==> config.mk <==
export PLATFORM = sky130hd
export DESIGN_NAME = fifo_write_arbiter
export DESIGN_NICKNAME = d
export VERILOG_FILES = /design/src/rtl/fifo_arb_pkg.sv /design/src/rtl/rr_priority_select.sv /design/src/rtl/fifo_write_arbiter.sv
export SDC_FILE = /design/constraint.sdc
export NUM_CORES = 1
export LEC_CHECK = 0
export CORE_ASPECT_RATIO = 1.4
export CORE_MARGIN = 2
export CORE_UTILIZATION = 37
export CTS_CLUSTER_SIZE = 25
export DETAILED_ROUTE_END_ITERATION = 16
export GPL_ROUTABILITY_DRIVEN = 0
export GPL_TIMING_DRIVEN = 0
export PLACE_DENSITY = 0.88
export SYNTH_ARGS = -nofsm -noshare
export SYNTH_HDL_FRONTEND = slang
export SYNTH_SLANG_ARGS = --single-unit
==> constraint.sdc <==
create_clock -name i_clock -period 6.1 [get_ports i_clock]
set_input_delay 0.61 -clock i_clock [delete_from_list [all_inputs] [get_ports i_clock]]
set_output_delay 0.61 -clock i_clock [all_outputs]
set_load 0.02 [all_outputs]
==> src/rtl/fifo_arb_pkg.sv <==
// Shared constants for the FIFO write-port arbiter: data width, parameter
// defaults and the IDLE/GRANT state encoding.
package fifo_arb_pkg;

    localparam int DATA_W        = 32;
    localparam int DEF_NUM_REQ   = 4;
    localparam int DEF_MAX_BURST = 16;

    localparam logic [0:0] ST_IDLE  = 1'b0;
    localparam logic [0:0] ST_GRANT = 1'b1;

endpackage

==> src/rtl/rr_priority_select.sv <==
// Round-robin search: first set request bit at or above the pointer, wrapping
// around; returns the one-hot winner and its index.
module rr_priority_select
    import fifo_arb_pkg::*;
#(
    parameter int NUM_REQ = DEF_NUM_REQ
) (
    input  logic [NUM_REQ-1:0]         request,
    input  logic [$clog2(NUM_REQ)-1:0] pointer,
    output logic [NUM_REQ-1:0]         winner,
    output logic [$clog2(NUM_REQ)-1:0] winnerIdx,
    output logic                       anyRequest
);

    localparam int PW = $clog2(NUM_REQ);

    int unsigned candidate;

    always_comb begin
        winner     = '0;
        winnerIdx  = '0;
        anyRequest = 1'b0;
        candidate  = 0;
        for (int unsigned off = 0; off < NUM_REQ; off++) begin
            candidate = 32'(pointer) + off;
            if (candidate >= NUM_REQ) begin
                candidate = candidate - NUM_REQ;
            end
            if (!anyRequest && request[candidate[PW-1:0]]) begin
                anyRequest                    = 1'b1;
                winner[candidate[PW-1:0]]     = 1'b1;
                winnerIdx                     = candidate[PW-1:0];
            end
        end
    end

endmodule

==> src/rtl/fifo_write_arbiter.sv <==
// Round-robin arbiter sharing one FIFO write port between NUM_REQ bursting
// requesters; bursts end on accepted last, MAX_BURST words, or request drop.
module fifo_write_arbiter
    import fifo_arb_pkg::*;
#(
    parameter int NUM_REQ   = DEF_NUM_REQ,
    parameter int MAX_BURST = DEF_MAX_BURST
) (
    input  logic                      i_clock,
    input  logic                      i_reset,
    input  logic [NUM_REQ-1:0]        i_request,
    input  logic [NUM_REQ-1:0]        i_valid,
    input  logic [NUM_REQ*DATA_W-1:0] i_data,
    input  logic [NUM_REQ-1:0]        i_last,
    output logic [NUM_REQ-1:0]        o_grant,
    output logic [NUM_REQ-1:0]        o_accept,
    output logic [DATA_W-1:0]         o_fifoData,
    output logic                      o_fifoDataValid,
    input  logic                      i_fifoFull,
    output logic                      o_busy
);

    localparam int PW = $clog2(NUM_REQ);
    localparam int CW = $clog2(MAX_BURST + 1);

    logic [0:0]         state;
    logic [NUM_REQ-1:0] grant;
    logic [PW-1:0]      grantIdx;
    logic [PW-1:0]      pointer;
    logic [CW-1:0]      burstCount;

    logic [NUM_REQ-1:0] winner;
    logic [PW-1:0]      winnerIdx;
    logic               anyRequest;
    logic               inGrant;
    logic               transfer;
    logic               lastBeat;
    logic               burstEnd;
    logic [PW-1:0]      nextPointer;
    logic [DATA_W-1:0]  grantedData;

    rr_priority_select #(.NUM_REQ(NUM_REQ)) u_select (
        .request    (i_request),
        .pointer    (pointer),
        .winner     (winner),
        .winnerIdx  (winnerIdx),
        .anyRequest (anyRequest)
    );

    always_comb begin
        grantedData = '0;
        for (int unsigned k = 0; k < NUM_REQ; k++) begin
            if (grantIdx == PW'(k)) begin
                grantedData = i_data[k*DATA_W +: DATA_W];
            end
        end
    end

    assign inGrant     = (state == ST_GRANT);
    assign transfer    = inGrant && i_request[grantIdx] && i_valid[grantIdx] && !i_fifoFull;
    assign lastBeat    = i_last[grantIdx] || (burstCount == CW'(MAX_BURST - 1));
    // A stalled cycle (full or not valid) with request still high never ends the burst.
    assign burstEnd    = inGrant && (transfer ? lastBeat : !i_request[grantIdx]);
    assign nextPointer = (grantIdx == PW'(NUM_REQ - 1)) ? '0 : grantIdx + 1'b1;

    always_ff @(posedge i_clock or posedge i_reset) begin
        if (i_reset) begin
            state      <= ST_IDLE;
            grant      <= '0;
            grantIdx   <= '0;
            pointer    <= '0;
            burstCount <= '0;
        end else if (!inGrant) begin
            if (anyRequest) begin
                state    <= ST_GRANT;
                grant    <= winner;
                grantIdx <= winnerIdx;
            end
        end else if (burstEnd) begin
            state      <= ST_IDLE;
            grant      <= '0;
            burstCount <= '0;
            pointer    <= nextPointer;
        end else if (transfer) begin
            burstCount <= burstCount + 1'b1;
        end
    end

    assign o_grant         = grant;
    assign o_accept        = transfer ? grant : '0;
    assign o_fifoDataValid = transfer;
    assign o_fifoData      = inGrant ? grantedData : '0;
    assign o_busy          = inGrant;

endmodule

# == Yosys cells after proc, flatten, opt, wreduce, memory -nomap -nowiden ==
# Cells that the tools add are included.
# op_classes
bitwise,4
n_addsub,9
mux,54
n_lt_le_gt_ge,13
eq_ne,5
n_reduce_logical,24
# ops
cell,n
$mux W32,5
$mux W4,8
$mux W1,19
$mux W2,9
$lt A2 B3 Y1 const B,5
$bmux W1 S2,7
$or A4 B4 Y4,3
$logic_and A1 B1 Y1,11
$mux W5,2
$ge A3 B3 Y1 const B,3
$demux W1 S2,4
$ge A2 B1 Y1 const B,4
$reduce_and A2 Y1,4
$sub A2 B1 Y2 const B,4
$add A2 B2 Y3 const B,2
$add A5 B1 Y5 const B,1
$eq A5 B4 Y1 const B,1
$logic_not A1 Y1,5
$eq A2 B2 Y1 const B,2
$reduce_bool A2 Y1,2
$add A2 B1 Y3 const B,1
$ge A2 B3 Y1 const B,1
$add A2 B1 Y2 const B,1
$eq A2 B1 Y1 const B,1
4 further kinds,4
# totals
regBits,14
word_cells,114
output_inout_bits,42
input_bits,143

# == Longest topological paths before layout ==
# Gate-level depths: netlist of the first run.
# depth
ltp_word,16
depth_mapped,10

# == Hierarchy ==
# A second synthesis of the first run with hierarchy kept.
# hier_totals
hier_cells,332
area_unflattened_um2,2404.8
# by_module_without_submodules
mod,seq_area_each_um2,cells_each,area_each_um2,instances
fifo_write_arbiter,350.3,287,1985.7,1
rr_priority_select,0.0,45,419.2,1

# == Worst setup path after synthesis of the first run ==
# No wires, ideal clock.
# synth_timing
path_type,register to output
start,reg grantIdx[1]
end,out o_fifoData[10]
arrival_ps,1937
slack_ps,3553
path_stages_with_launch,11
path_cell_list,dfrtp_1 -> buf_6 -> inv_1 -> ha_1 -> clkbuf_1 -> nor2b_1 -> clkbuf_1 -> a221oi_1 -> nor3_1 -> a21oi_1 -> nor2_1
# synth_via
elab_chain_cells,6
# synth_rtl
item,line,source
start: declaration,fifo_write_arbiter.sv:28,logic [PW-1:0] grantIdx;
start signal: assignment,fifo_write_arbiter.sv:77,grantIdx <= winnerIdx;
$logic_not A2 Y1,fifo_write_arbiter.sv:53,if (grantIdx == PW'(k)) begin
$mux W32 (3 in a row),fifo_write_arbiter.sv:53,
$mux W32 (*),fifo_write_arbiter.sv:53,
$mux W32 (*),fifo_write_arbiter.sv:92,assign o_fifoData = inGrant ? grantedData : '0;
end: declaration,fifo_write_arbiter.sv:17,"output logic [DATA_W-1:0] o_fifoData,"
# Every way passes the cells marked *; elsewhere a longest branch is shown, timed or not.

# == Final worst setup path of the first run ==
# layout_timing
start,reg grantIdx[1]
end,out o_fifoData[1]
# Same word-level chain as after synthesis.

==> run_summary.xml, run 1 <==
<?xml version="1.0" encoding="UTF-8"?>
<metrics>
  <group name="pwr">
    <metric name="seq_power_share" unit="%">8.2</metric>
    <metric name="power_per_cell_area" unit="nW/um^2">471</metric>
    <metric name="power.internal" unit="W">0.000965</metric>
    <metric name="comb_power_share" unit="%">87.3</metric>
    <metric name="net-switching-power" unit="W">0.00107</metric>
    <metric name="p_clk_share" unit="%">4.4</metric>
    <metric name="ir_worst_vdd" unit="mV">0.308</metric>
    <metric name="leakage" unit="nW">1.69</metric>
    <metric name="switching_power_as_a_share_of_total_power" unit="%">52.6</metric>
  </group>
  <group name="synthesis">
    <metric name="yosys.area.top_type" unit="">sky130_fd_sc_hd__dfrtp_1</metric>
    <metric name="synthDominantCellAreaShare" unit="%">14.9</metric>
    <metric name="synthCells" unit="">334</metric>
    <metric name="synthTopCellsByArea" unit="">sky130_fd_sc_hd__dfrtp_1, sky130_fd_sc_hd__a221oi_1, sky130_fd_sc_hd__nor2b_1, sky130_fd_sc_hd__a21oi_1, sky130_fd_sc_hd__ha_1</metric>
    <metric name="syn_avg_cell_area" unit="um^2">7.04</metric>
    <metric name="async_reset_ff_share" unit="%">100</metric>
    <metric name="seq_area_frac_synth" unit="%">14.9</metric>
    <metric name="synth_seq_cells" unit="">14</metric>
    <metric name="ys_dominant_reg_cell" unit="">sky130_fd_sc_hd__dfrtp_1</metric>
    <metric name="synth.net_count" unit="">490</metric>
    <metric name="synth.lib_cells_used.distinct" unit="">47</metric>
    <metric name="synth_area" unit="um^2">2350</metric>
    <metric name="synth_edf_count" unit="">0</metric>
    <metric name="synth-warning-count" unit="">0</metric>
  </group>
  <group name="critical_path">
    <metric name="critical_path.startpoint_type" unit="">register</metric>
    <metric name="critPathBufInv" unit="">5</metric>
    <metric name="crit_family" unit="">buffers and inverters</metric>
    <metric name="timing.critical_path.required" unit="ps">5490</metric>
    <metric name="critical_path_class" unit="">register to output port</metric>
    <metric name="worstPathArrival" unit="ps">3270</metric>
    <metric name="slowest_stage_delay_on_critical_path" unit="ps">640</metric>
    <metric name="crit_fanout" unit="">10</metric>
    <metric name="critical_path.cell_chain" unit="">buf_6 &gt; inv_1 &gt; ha_1 &gt; clkbuf_1 &gt; nor2b_1 &gt; clkbuf_1 &gt; a221oi_1 &gt; nor3_1 &gt; a21oi_1 &gt; nor2_1 &gt; clkdlybuf4s50_1</metric>
    <metric name="timing.critical_path.slowest_stage_cell" unit="">sky130_fd_sc_hd__clkdlybuf4s50_1</metric>
    <metric name="critPathMostFrequentCell" unit="">sky130_fd_sc_hd__clkbuf_1</metric>
    <metric name="critical_path_sink_type" unit="">output port</metric>
  </group>
  <group name="sta">
    <metric name="fmax" unit="MHz">257</metric>
    <metric name="fin_skew" unit="ps">1.81</metric>
    <metric name="final.period_utilization" unit="%">63.7</metric>
    <metric name="unrepaired_setup_endpoints_after_global_routing" unit="">false</metric>
    <metric name="timing_worst_slew_pin_value" unit="ps">583</metric>
    <metric name="final_critical_delay_including_setup_and_external_delays" unit="ps">3880</metric>
    <metric name="final_hold_viol_count" unit="">0</metric>
    <metric name="timing.final.setup_violations" unit="">0</metric>
    <metric name="drv_slew" unit="">0</metric>
    <metric name="setup_tns" unit="ps">0</metric>
    <metric name="headroom_to_the_max_slew_limit" unit="%">61.1</metric>
  </group>
  <group name="placement">
    <metric name="dp_hpwl" unit="mm">8.85</metric>
    <metric name="port-buffer-count" unit="">183</metric>
    <metric name="placedInstanceArea" unit="um^2">4270</metric>
  </group>
  <group name="final_layout">
    <metric name="fin_area" unit="um^2">4330</metric>
    <metric name="ratio_of_cells_with_drive_above_1_in_the_final_layout" unit="%">5.37</metric>
    <metric name="multi_input_gate_area" unit="um^2">1820</metric>
    <metric name="final_net_count" unit="">678</metric>
    <metric name="seq_area" unit="um^2">350</metric>
    <metric name="final_common_cell" unit="">sky130_fd_sc_hd__clkdlybuf4s50_1</metric>
    <metric name="antennaDiodeCount" unit="">0</metric>
    <metric name="area_growth_syn_to_layout" unit="%">84.0</metric>
    <metric name="fin_util" unit="%">70.2</metric>
    <metric name="final.fill_count" unit="">527</metric>
    <metric name="layout_common_cells" unit="">sky130_fd_sc_hd__clkdlybuf4s50_1, sky130_fd_sc_hd__nor2_1, sky130_fd_sc_hd__a21oi_1</metric>
  </group>
  <group name="die">
    <metric name="initial_core_util" unit="%">38.1</metric>
    <metric name="boundaryPins" unit="">185</metric>
    <metric name="die_h" unit="um">98.3</metric>
    <metric name="standard_cell_core_area" unit="um^2">6170</metric>
    <metric name="core.rowCount" unit="">34</metric>
    <metric name="design.die.area" unit="um^2">7020</metric>
    <metric name="fp.dieW" unit="um">71.4</metric>
  </group>
  <group name="status">
    <metric name="status" unit="">finished clean</metric>
  </group>
  <group name="routing">
    <metric name="postRouteWirelength" unit="mm">11.1</metric>
    <metric name="drt.antenna.violating_nets" unit="">0</metric>
    <metric name="vias_per_cell" unit="">5.83</metric>
    <metric name="drt_pass1_iterations" unit="">5</metric>
    <metric name="detail_route.drc_violations" unit="">0</metric>
    <metric name="vias" unit="">3455</metric>
    <metric name="wire_per_inst" unit="um">18.8</metric>
    <metric name="first_iter_violations" unit="">269</metric>
  </group>
  <group name="clock_network">
    <metric name="cts_hold_buffers" unit="">0</metric>
    <metric name="postCtsSetupRepairBufs" unit="">0</metric>
    <metric name="ctsResizeCount" unit="">0</metric>
    <metric name="clock-root-buffer" unit="">sky130_fd_sc_hd__clkbuf_8</metric>
    <metric name="reg_clk_slew_reported_paths" unit="ps">60</metric>
    <metric name="cts_tree" unit="">done</metric>
    <metric name="cts-root-to-sink-buffers" unit="">2</metric>
    <metric name="tritoncts.num_buffers" unit="">3</metric>
    <metric name="cts_sinks" unit="">14</metric>
    <metric name="insertion_delay" unit="ps">250</metric>
    <metric name="cts-htree-levels" unit="">1</metric>
  </group>
  <group name="global_route">
    <metric name="grt_start_max_net_pins" unit="">15</metric>
    <metric name="grt_pass1_wl" unit="mm">17.1</metric>
    <metric name="first_global_vias" unit="">3415</metric>
    <metric name="grtUsageTotal" unit="%">30.2</metric>
    <metric name="met3_usage" unit="%">7.22</metric>
    <metric name="grt_util_met2" unit="%">53.0</metric>
    <metric name="globalRouteMet1Util" unit="%">35.4</metric>
    <metric name="grt_busiest_layer" unit="">met2</metric>
    <metric name="grt_antenna_before_repair" unit="">0</metric>
    <metric name="overflow" unit="">0</metric>
  </group>
  <group name="flow_run">
    <metric name="drv_cap" unit="">0</metric>
  </group>
  <group name="min_path">
    <metric name="min_path_type" unit="">register to register</metric>
  </group>
</metrics>
==> metrics by stage <==
step           total power (W)  hold slack, ps  std cells  setup slack [ps]
6_report               0.00204             480        593              2220
5_1_grt                0.00219             507        593              2110
4_1_cts                0.00201             483        593              2270
3_5_place_dp           0.00191             471        589              2570
3_3_place_gp           0.00188             467        589              2640
2_1_floorplan          0.00124             450        334              3550
==> cell type report <==
type                       instances  area share [%]
tap                               72            2.08
multi-input combinational        277            41.9
buffer                            32            3.35
sequential                        14            8.09
clock buffer                       4            1.27
timing repair buffer             183            42.3
inverter                          11           0.954
==> worst reg2reg max path, stage by stage (launching register included) <==
cell and delay, ps:
sky130_fd_sc_hd__dfrtp_1 460, sky130_fd_sc_hd__buf_2 220, sky130_fd_sc_hd__buf_2 230, sky130_fd_sc_hd__inv_1 150, sky130_fd_sc_hd__ha_1 440, sky130_fd_sc_hd__mux2_2 370
sky130_fd_sc_hd__mux2i_1 360, sky130_fd_sc_hd__o211ai_1 160, sky130_fd_sc_hd__a31oi_1 280, sky130_fd_sc_hd__a211o_1 140
==> cells by family after synthesis <==
group	Yosys count	synth area share, %
adder cells (fa/ha/maj)	13	6.92
flip-flops	14	14.9
buffers and inverters	43	7.93
multiplexers	12	5.85
AO/OA/AOI/OAI	113	32.8
AND/OR/NAND/NOR	137	30.9
XOR/XNOR	2	0.745
==> worst paths after layout <==
check / from / endpoint / slack, ps / cells past startpoint
max: grantIdx[1]$_DFFE_PP0P_ / o_fifoData[1] / 2220 / 11
min: burstCount[4]$_DFFE_PP0P_ / burstCount[4]$_DFFE_PP0P_ / 480 / 2
max reg2reg: pointer[0]$_DFFE_PP0P_ / o_grant[2]$_DFFE_PP0P_ / 3240 / 9
min reg2reg: burstCount[4]$_DFFE_PP0P_ / burstCount[4]$_DFFE_PP0P_ / 480 / 2
max in group asynchronous: i_reset / burstCount[3]$_DFFE_PP0P_ / 5060 / 2
min in group asynchronous: i_reset / o_grant[2]$_DFFE_PP0P_ / 700 / 2
==> synth_stat cells, drive strengths merged (9+ instances only) <==
cell type  number
a21oi          35
a221oi         33
and3            9
buf             9
clkbuf         23
dfrtp          14
ha             13
inv            11
nor2           39
nor2b          32
nor3           32
o21ai          22
==> flip-flops by register name, summed over array words and instances, names as in the netlist <==
signal and count:
o_busy 1, pointer 2, grantIdx 2, o_grant 4, burstCount 5
==> power groups by stage <==
stage / Clock (W) / Combinational (W) / Sequential [W]
after detailed placement: 0 / 0.00174 / 0.000168
after global placement: 0 / 0.00171 / 0.000165
after global routing: 0.0000953 / 0.00192 / 0.000172
after CTS: 0.0000914 / 0.00175 / 0.000166
final: 0.0000902 / 0.00178 / 0.000168
after floorplan: 0 / 0.00107 / 0.000169
==> layer usage <==
metal | vias up | wire (um)
met4 | 0 | 368
met3 | 41 | 1150
li1 | 1612 | -
met5 | - | 0
met2 | 203 | 5440
met1 | 1599 | 4190
Power figures use the tool's default switching activity.
==> inputs of run 2 (changes only) <==
--- a/config.mk
+++ b/config.mk
@@ -7,12 +7,12 @@
 export LEC_CHECK = 0
 export CORE_ASPECT_RATIO = 1.4
 export CORE_MARGIN = 2
-export CORE_UTILIZATION = 37
+export CORE_UTILIZATION = 34
 export CTS_CLUSTER_SIZE = 25
 export DETAILED_ROUTE_END_ITERATION = 16
 export GPL_ROUTABILITY_DRIVEN = 0
 export GPL_TIMING_DRIVEN = 0
-export PLACE_DENSITY = 0.88
+export PLACE_DENSITY = 0.82
 export SYNTH_ARGS = -nofsm -noshare
 export SYNTH_HDL_FRONTEND = slang
 export SYNTH_SLANG_ARGS = --single-unit
==> constraint.sdc (replaced) <==
create_clock -name i_clock -period 3.9 [get_ports i_clock]
set_input_delay 0.39 -clock i_clock [delete_from_list [all_inputs] [get_ports i_clock]]
set_output_delay 0.39 -clock i_clock [all_outputs]
set_load 0.02 [all_outputs]
==> run 2 against run 1 <==
  * Worst setup slack worse by 1800 ps
  * First-iteration DRC count decreased by 27%
  * Hold slack improved by 5.5 ps
  * Design area grew 0.26%
  * Clock power increased by 29%
  * Flip-flop and latch count did not move
  * Cell count increased by 3.2%
  * Die area grew 8.4%
  * Clock skew increased by 3.3 ps
==> run_summary.xml, run 2 (synthesized netlist as in run 1, its figures left out) <==
<?xml version="1.0" encoding="UTF-8"?>
<metrics>
  <group name="status">
    <metric name="status" unit="">finished clean</metric>
  </group>
  <group name="sta">
    <metric name="final_hold_viol_count" unit="">0</metric>
    <metric name="unrepaired_setup_endpoints_after_global_routing" unit="">false</metric>
    <metric name="timing_worst_slew_pin_value" unit="ps">530</metric>
    <metric name="final.period_utilization" unit="%">90.4</metric>
    <metric name="fin_skew" unit="ps">5.11</metric>
    <metric name="setup_ws" unit="ps">376</metric>
    <metric name="drv_slew" unit="">0</metric>
    <metric name="setup_tns" unit="ps">0</metric>
    <metric name="final_critical_delay_including_setup_and_external_delays" unit="ps">3520</metric>
    <metric name="headroom_to_the_max_slew_limit" unit="%">64.7</metric>
    <metric name="timing.final.setup_violations" unit="">0</metric>
    <metric name="fmax" unit="MHz">284</metric>
  </group>
  <group name="global_route">
    <metric name="grt_util_met2" unit="%">47.2</metric>
    <metric name="grt_start_max_net_pins" unit="">15</metric>
    <metric name="overflow" unit="">0</metric>
    <metric name="grtUsageTotal" unit="%">27.1</metric>
    <metric name="grt_busiest_layer" unit="">met2</metric>
    <metric name="met3_usage" unit="%">9.66</metric>
    <metric name="first_global_vias" unit="">3144</metric>
    <metric name="grt_pass1_wl" unit="mm">16.1</metric>
    <metric name="globalRouteMet1Util" unit="%">31.2</metric>
    <metric name="grt_antenna_before_repair" unit="">0</metric>
  </group>
  <group name="routing">
    <metric name="vias" unit="">3341</metric>
    <metric name="drt_pass1_iterations" unit="">4</metric>
    <metric name="first_iter_violations" unit="">197</metric>
    <metric name="detail_route.drc_violations" unit="">0</metric>
    <metric name="drt.antenna.violating_nets" unit="">0</metric>
    <metric name="wire_per_inst" unit="um">18.2</metric>
    <metric name="postRouteWirelength" unit="mm">11.1</metric>
    <metric name="vias_per_cell" unit="">5.46</metric>
  </group>
  <group name="final_layout">
    <metric name="ratio_of_cells_with_drive_above_1_in_the_final_layout" unit="%">5.19</metric>
    <metric name="regMostFlops" unit="">burstCount</metric>
    <metric name="antennaDiodeCount" unit="">0</metric>
    <metric name="final_net_count" unit="">678</metric>
    <metric name="final_common_cell" unit="">sky130_fd_sc_hd__clkdlybuf4s50_1</metric>
    <metric name="largest_register_ff_count" unit="">5</metric>
    <metric name="area_growth_syn_to_layout" unit="%">84.5</metric>
    <metric name="layout_common_cells" unit="">sky130_fd_sc_hd__clkdlybuf4s50_1, sky130_fd_sc_hd__nor2_1, sky130_fd_sc_hd__a21oi_1</metric>
  </group>
  <group name="pwr">
    <metric name="ir_worst_vdd" unit="mV">0.476</metric>
    <metric name="power_per_cell_area" unit="nW/um^2">723</metric>
    <metric name="leakage" unit="nW">1.69</metric>
  </group>
  <group name="placement">
    <metric name="pre_cts_slack" unit="ps">657</metric>
    <metric name="dp_hpwl" unit="mm">8.93</metric>
    <metric name="port-buffer-count" unit="">183</metric>
  </group>
  <group name="clock_network">
    <metric name="cts-htree-levels" unit="">1</metric>
    <metric name="clock-root-buffer" unit="">sky130_fd_sc_hd__clkbuf_8</metric>
    <metric name="tritoncts.num_buffers" unit="">3</metric>
    <metric name="ctsResizeCount" unit="">0</metric>
    <metric name="cts-root-to-sink-buffers" unit="">2</metric>
    <metric name="cts_tree" unit="">done</metric>
    <metric name="reg_clk_slew_reported_paths" unit="ps">50</metric>
    <metric name="insertion_delay" unit="ps">250</metric>
    <metric name="postCtsSetupRepairBufs" unit="">0</metric>
    <metric name="cts_sinks" unit="">14</metric>
    <metric name="cts_hold_buffers" unit="">0</metric>
  </group>
  <group name="critical_path">
    <metric name="critPathMostFrequentCell" unit="">sky130_fd_sc_hd__clkbuf_1</metric>
    <metric name="critical_path.startpoint_type" unit="">register</metric>
    <metric name="reg2regPathDepth" unit="">9</metric>
    <metric name="critical_path.cell_chain" unit="">buf_6 &gt; inv_1 &gt; ha_1 &gt; clkbuf_1 &gt; nor2b_1 &gt; clkbuf_1 &gt; a221oi_1 &gt; nor3_1 &gt; a21oi_1 &gt; nor2_1 &gt; clkdlybuf4s50_1</metric>
    <metric name="timing.critical_path.required" unit="ps">3510</metric>
    <metric name="critical_path_class" unit="">register to output port</metric>
    <metric name="crit_fanout" unit="">10</metric>
    <metric name="critical_path_sink_type" unit="">output port</metric>
    <metric name="slowest_stage_delay_on_critical_path" unit="ps">640</metric>
    <metric name="worstPathArrival" unit="ps">3130</metric>
    <metric name="timing.critical_path.slowest_stage_cell" unit="">sky130_fd_sc_hd__clkdlybuf4s50_1</metric>
  </group>
  <group name="die">
    <metric name="design.die.area" unit="um^2">7610</metric>
    <metric name="boundaryPins" unit="">185</metric>
    <metric name="standard_cell_core_area" unit="um^2">6660</metric>
    <metric name="core.rowCount" unit="">35</metric>
    <metric name="die_h" unit="um">102</metric>
    <metric name="initial_core_util" unit="%">35.3</metric>
    <metric name="fp.dieW" unit="um">74.3</metric>
  </group>
  <group name="flow_run">
    <metric name="drv_cap" unit="">0</metric>
  </group>
  <group name="min_path">
    <metric name="min_path_type" unit="">input port to async pin</metric>
  </group>
</metrics>
run 2: cell count changes in the layout (fill, tap and decap cells not counted):
cell and change:
sky130_fd_sc_hd__clkbuf_8 -1
run 2: power by group:
part	internal, W	total [W]	leakage [nW]	switching, W
sequential	0.000194	0.000259	0.182	0.0000645
clock	0.0000682	0.000116	0.0216	0.0000477
combinational	0.00123	0.00276	1.48	0.00154
run 2: final timing paths:
path / end / from / slack [ps]
setup / recovery: o_fifoData[1] / grantIdx[1]$_DFFE_PP0P_ / 380
hold / removal: o_grant[3]$_DFFE_PP0P_ / i_reset / 490
setup reg to reg: o_grant[2]$_DFFE_PP0P_ / pointer[0]$_DFFE_PP0P_ / 1130
hold reg to reg: burstCount[4]$_DFFE_PP0P_ / burstCount[4]$_DFFE_PP0P_ / 490
max in group asynchronous: o_grant[2]$_DFFE_PP0P_ / i_reset / 3070
min in group i_clock: burstCount[4]$_DFFE_PP0P_ / burstCount[4]$_DFFE_PP0P_ / 490
run 2: cell type report:
type,count,area [um^2]
fill,605,2320
tap,92,115
timing repair buffer,183,1830
sequential,14,350
clock buffer,3,41.3
buffer,32,145
inverter,11,41.3
multi-input combinational,277,1820
run 2: per-layer routing:
| metal | share of wire (%) | vias up |
|---|---|---|
| met5 | 0 | - |
| met4 | 2.9 | 0 |
| met3 | 12 | 29 |
| met2 | 48 | 157 |
| met1 | 37 | 1541 |
| li1 | - | 1614 |
run 2: stage by stage:
stage | util (%) | instances | hold WS (ps) | power [W] | cell area [um^2]
final | 65.2 | 612 | 485 | 0.00314 | 4340
after global routing | 65.2 | 612 | 536 | 0.00339 | 4340
after CTS | 65.2 | 612 | 503 | 0.00312 | 4340
after detailed placement | 64.6 | 609 | 492 | 0.00299 | 4300
after global placement | 64.6 | 609 | 467 | 0.00295 | 4300
after floorplan | - | 334 | 279 | 0.00194 | 2350
run 2: worst max-delay path: cells and delay by family, from the launching register on:
family	cells	cell delay (ps)
adder cells (fa/ha/maj)	1	180
AND/OR/NAND/NOR	3	650
AO/OA/AOI/OAI	2	230
buffers and inverters	5	1440
flip-flops	1	380
